===== src/rtl/ripple_accumulator_if.sv =====
// Operand stream from the ripple-carry adder plus the batch-result stream to the next stage.
// The accumulator sits on the slave side of both streams.
interface ripple_accumulator_if #(
    parameter int ACC_W = 12
);
    logic             in_valid;
    logic             in_ready;
    logic [3:0]       in_sum;
    logic             in_cout;
    logic             in_last;
    logic             out_valid;
    logic             out_ready;
    logic [ACC_W-1:0] out_acc;
    logic             out_ovf;
    logic [7:0]       out_cnt;

    modport master (
        output in_valid, in_sum, in_cout, in_last, out_ready,
        input  in_ready, out_valid, out_acc, out_ovf, out_cnt
    );

    modport slave (
        input  in_valid, in_sum, in_cout, in_last, out_ready,
        output in_ready, out_valid, out_acc, out_ovf, out_cnt
    );
endinterface


===== src/rtl/ripple_accumulator.sv =====
// Sums batches of 5-bit adder results; the total is valid the cycle after the final accept.
// The result is held until out_ready, and no operand is taken while it waits.
module ripple_accumulator #(
    parameter int ACC_W = 12,
    parameter int N_OPS = 8
) (
    input  logic               clk,
    input  logic               rst_n,
    ripple_accumulator_if.slave bus
);
    typedef enum logic {ACCUM, HOLD} state_t;

    state_t           r_state;
    state_t           w_next_state;
    logic [ACC_W-1:0] r_acc;
    logic             r_ovf;
    logic [7:0]       r_cnt;
    logic [ACC_W-1:0] r_out_acc;
    logic             r_out_ovf;
    logic [7:0]       r_out_cnt;

    logic             w_in_ready;
    logic             w_out_valid;
    logic             w_accept;
    logic             w_batch_end;
    logic             w_release;
    logic [ACC_W:0]   w_operand;
    logic [ACC_W:0]   w_sum;

    // Bit ACC_W of the widened sum is the carry out of the accumulator MSB.
    assign w_operand = {{(ACC_W-4){1'b0}}, bus.in_cout, bus.in_sum};
    assign w_sum     = {1'b0, r_acc} + w_operand;

    assign w_accept    = bus.in_valid & w_in_ready;
    assign w_batch_end = w_accept & (bus.in_last | (r_cnt == 8'(N_OPS - 1)));
    assign w_release   = w_out_valid & bus.out_ready;

    always_comb begin
        w_next_state = r_state;
        w_in_ready   = 1'b0;
        w_out_valid  = 1'b0;
        case (r_state)
            ACCUM: begin
                w_in_ready = rst_n;
                if (w_batch_end) begin
                    w_next_state = HOLD;
                end
            end
            HOLD: begin
                w_out_valid = 1'b1;
                if (bus.out_ready) begin
                    w_next_state = ACCUM;
                end
            end
            default: w_next_state = ACCUM;
        endcase
    end

    always_ff @(posedge clk) begin
        if (!rst_n) begin
            r_state <= ACCUM;
        end else begin
            r_state <= w_next_state;
        end
    end

    // Separate output copies keep the result ports at zero while a batch is being summed.
    always_ff @(posedge clk) begin
        if (!rst_n) begin
            r_acc     <= '0;
            r_ovf     <= 1'b0;
            r_cnt     <= '0;
            r_out_acc <= '0;
            r_out_ovf <= 1'b0;
            r_out_cnt <= '0;
        end else if (w_accept) begin
            r_acc <= w_sum[ACC_W-1:0];
            r_ovf <= r_ovf | w_sum[ACC_W];
            r_cnt <= r_cnt + 8'd1;
            if (w_batch_end) begin
                r_out_acc <= w_sum[ACC_W-1:0];
                r_out_ovf <= r_ovf | w_sum[ACC_W];
                r_out_cnt <= r_cnt + 8'd1;
            end
        end else if (w_release) begin
            r_acc     <= '0;
            r_ovf     <= 1'b0;
            r_cnt     <= '0;
            r_out_acc <= '0;
            r_out_ovf <= 1'b0;
            r_out_cnt <= '0;
        end
    end

    assign bus.in_ready  = w_in_ready;
    assign bus.out_valid = w_out_valid;
    assign bus.out_acc   = r_out_acc;
    assign bus.out_ovf   = r_out_ovf;
    assign bus.out_cnt   = r_out_cnt;
endmodule


===== src/flat_wrapper.sv =====
// flat-port wrapper written by rule: the top's interface ports become plain ports
module ripple_accumulator_flat 
#(
    parameter int ACC_W = 12,
    parameter int N_OPS = 8
)
  (clk, rst_n, bus_in_valid, bus_in_sum, bus_in_cout, bus_in_last, bus_out_ready, bus_in_ready, bus_out_valid, bus_out_acc, bus_out_ovf, bus_out_cnt);
  ripple_accumulator_if #(.ACC_W(ACC_W)) bus_i ();
  input  logic clk;
  input  logic rst_n;
  input wire logic [$bits(bus_i.in_valid)-1:0] bus_in_valid;
  input wire logic [$bits(bus_i.in_sum)-1:0] bus_in_sum;
  input wire logic [$bits(bus_i.in_cout)-1:0] bus_in_cout;
  input wire logic [$bits(bus_i.in_last)-1:0] bus_in_last;
  input wire logic [$bits(bus_i.out_ready)-1:0] bus_out_ready;
  output wire logic [$bits(bus_i.in_ready)-1:0] bus_in_ready;
  output wire logic [$bits(bus_i.out_valid)-1:0] bus_out_valid;
  output wire logic [$bits(bus_i.out_acc)-1:0] bus_out_acc;
  output wire logic [$bits(bus_i.out_ovf)-1:0] bus_out_ovf;
  output wire logic [$bits(bus_i.out_cnt)-1:0] bus_out_cnt;
  assign bus_i.in_valid = bus_in_valid;
  assign bus_i.in_sum = bus_in_sum;
  assign bus_i.in_cout = bus_in_cout;
  assign bus_i.in_last = bus_in_last;
  assign bus_i.out_ready = bus_out_ready;
  assign bus_in_ready = bus_i.in_ready;
  assign bus_out_valid = bus_i.out_valid;
  assign bus_out_acc = bus_i.out_acc;
  assign bus_out_ovf = bus_i.out_ovf;
  assign bus_out_cnt = bus_i.out_cnt;
  ripple_accumulator #(.ACC_W(ACC_W), .N_OPS(N_OPS)) u_core (.clk(clk), .rst_n(rst_n), .bus(bus_i));
endmodule

===== config.mk =====
export PLATFORM = sky130hd
export DESIGN_NAME = ripple_accumulator_flat
export DESIGN_NICKNAME = d
export VERILOG_FILES = /design/src/rtl/ripple_accumulator_if.sv /design/src/rtl/ripple_accumulator.sv /design/src/flat_wrapper.sv
export SDC_FILE = /design/constraint.sdc
export NUM_CORES = 1
export LEC_CHECK = 0
export ABC_AREA = 0
export CORE_ASPECT_RATIO = 1.5
export CORE_UTILIZATION = 25
export DETAILED_ROUTE_END_ITERATION = 10
export DONT_BUFFER_PORTS = 1
export PLACE_DENSITY = 0.42
export RECOVER_POWER = 100
export SLEW_MARGIN = 20
export SYNTH_ARGS = -nofsm -noshare
export SYNTH_HDL_FRONTEND = slang
export SYNTH_SLANG_ARGS = --single-unit

===== constraint.sdc =====
create_clock -name clk -period 4.1 [get_ports clk]
set_input_delay 0.615 -clock clk [delete_from_list [all_inputs] [get_ports clk]]
set_output_delay 0.615 -clock clk [all_outputs]
set_load 0.03 [all_outputs]

==> results.cfg <==
[run_status]
status = finished with violations
violations = max-capacitance violations, max-slew violations

[routing]
vias = 1716
final_antenna_net_count = 0
vias_per_cell = 4.96
drt_first_pass_iters = 4
drt-initial-drc-count = 85
drc_errors = 0
avgRoutedWirePerCell_um = 15.5
routed_wl_um = 5370

[worst_setup_path]
worstSetupStartpointType = flip-flop
rrSetupSlack_ns = 1.21
critPathMaxFanout = 17
critPathKind = flip-flop to flip-flop
worst_path_max_delay_cell = o21ai_1
crit_chain = ha_1 > and2_0 > a31oi_1 > o21ai_1 > mux2i_1 > nor2_1
crit_required_ns = 4.26
critPathCaptureType = flip-flop
crit_arrival_ns = 3.05
critPathMaxStageDelay_ns = 1.36

[clock_network]
cts_buffers = 5
clkSlewWorstSetupHoldPaths_ns = 0.06
htreeDepth = 2
cts_root_buf = clkbuf_16
postCtsHoldBufs = 0
clk_path_buf_depth = 2
ctsResizeCount = 0
cts_setup_buffers = 0
cts_sinks = 43
clk_latency_ns = 0.29
cts_tree = yes

[sta]
relSlewSlack_pct = -15.9
hold_violations = 0
fin_crit_ns = 2.89
post-route-period-util_pct = 70.5
finalSetupTns_ns = 0
fmax_mhz = 346
drv_slew = 18
setup_viol = 0
skew_ns = 0.00349
rsz0062_at_grt = false
tightest_slew_ns = 1.73
fin_hold_ws_ns = 0.469

[logic_synthesis]
synthesis.area_mm2 = 0.00217
synth_edf_count = 0
post_synth_num_cell_types = 50
synth-seq-cells = 43
synthCells = 243
syn_nets = 260
yosysWarnings = 0
synthFlopType = dfxtp_1
avgSynthCellArea_um2 = 8.92
async_reset_ff_share_pct = 0
synth_seq_area_share_pct = 39.7

[floorplanning]
die_height_um = 116
coreArea_mm2 = 0.00841
fp.dieW_um = 78.0
start_util_pct = 25.8
io_pins = 33
fp-row-count = 41
die_area_mm2 = 0.00906

[placement]
post-dp-hpwl_um = 3840
gp_congestion = 0.747
io_buffers = 0

[final_layout]
num_antenna_cells = 0
nets = 255
area_growth_pct = 9.58
layout_common_cells = dfxtp_1 (43), nor2_1 (33), nand2_1 (26), a21oi_1 (21), mux2i_1 (14)
drive_above_1_share_pct = 6.28
final_common_cell = dfxtp_1

[global_routing]
grt_pass1_wl_um = 9010
first_global_vias = 1751
gr-usage-all-layers_pct = 13.1
antenna_found_initial = 0
overflow = 0
grt_max_degree = 26

[job]
drv_cap = 1

[pwr]
ir_drop_uv = 181
leakage_uw = 0.000885
p_per_area_mw_per_mm2 = 433

[hold_path]
hold_path_class = primary input to flip-flop
## Yosys cell counts (3+ instances only)
library cell | n | share of area, %
nand2_1 | 26 | 4.5
xor2_1 | 11 | 4.4
dfxtp_1 | 43 | 40
o21ai_0 | 11 | 2.5
nand3_1 | 7 | 1.6
ha_1 | 6 | 3.5
a22oi_1 | 4 | 1.4
clkbuf_1 | 3 | 0.52
and2_1 | 5 | 1.4
buf_2 | 5 | 1.2
xnor2_1 | 3 | 1.2
mux2i_1 | 14 | 6.5
a31oi_1 | 7 | 2.0
nor3_1 | 3 | 0.69
o211ai_1 | 3 | 1.0
a21oi_1 | 19 | 4.4
nor2_1 | 32 | 5.5
## metal layers
layer  wire, um  GRT usage (%)
met1       2120           14.3
met2       2770           22.7
met3        344           4.25
met4        138           6.30
met5          0              0
## state kept, by name, summed over array words and instances (netlist names)
name,count
u_core.r_cnt,8
u_core.bus.out_cnt,8
u_core.r_ovf,1
u_core.r_acc,12
u_core.bus.out_acc,12
u_core.r_state,1
u_core.bus.out_ovf,1
## where the power goes
group | switching (uW) | internal [uW] | leakage (uW)
Clock | 169 | 349 | 0.0000911
Combinational | 51.4 | 24.8 | 0.000446
Sequential | 10.3 | 424 | 0.000347
Total | 231 | 799 | 0.000885
## cells by family (layout without fill, tap and decap cells)
logic type,count (synthesis),count (layout),share of synthesized area (%)
compound gates,62,62,19.4
buf+inv,15,11,4.33
simple gates,88,88,20.1
flops,43,43,39.7
xor+xnor,14,14,5.66
mux,14,14,6.46
fa+ha+maj,7,7,4.39
## worst paths after layout
| kind | start | endpoint | cells past startpoint |
|---|---|---|---|
| setup / recovery | u_core.r_cnt[0]$_SDFFE_PN0P_ | u_core.bus.out_acc[0]$_SDFFE_PN0P_ | 6 |
| hold / removal | rst_n | u_core.bus.out_acc[4]$_SDFFE_PN0P_ | 2 |
| hold reg to reg | u_core.r_acc[0]$_SDFFE_PN0P_ | u_core.r_acc[0]$_SDFFE_PN0P_ | 2 |
| setup reg to reg | u_core.r_cnt[0]$_SDFFE_PN0P_ | u_core.bus.out_acc[0]$_SDFFE_PN0P_ | 6 |
## critical path, delay by kind of cell (launching register included)
kind	cells	cell delay, ns
AOI/OAI and AO/OA	2	1.57
and+or+nand+nor	2	0.24
adders and majority gates	1	0.28
DFF	1	0.37
muxes	1	0.29
## final cells by class
cell class | instances | area [um2]
timing repair buffer | 1 | 7.51
multi-input combinational | 185 | 1180
inverter | 2 | 7.51
fill | 935 | 6040
tap | 107 | 134
sequential | 43 | 861
clock inverter | 2 | 60.1
clock buffer | 6 | 129
## stage by stage
| step | cell area, um2 | cells | power (uW) | util [%] | worst slack (ns) |
|---|---|---|---|---|---|
| floorplan | 2170 | 243 | 510 | - | 1.99 |
| global placement | 2220 | 338 | 523 | 26.4 | 1.54 |
| detailed placement | 2220 | 338 | 523 | 26.4 | 1.46 |
| CTS | 2410 | 346 | 1050 | 28.7 | 1.45 |
| global route | 2380 | 346 | 1080 | 28.2 | 0.940 |
| finish | 2380 | 346 | 1030 | 28.2 | 1.21 |
No activity file was read; power rests on OpenSTA's default activity.
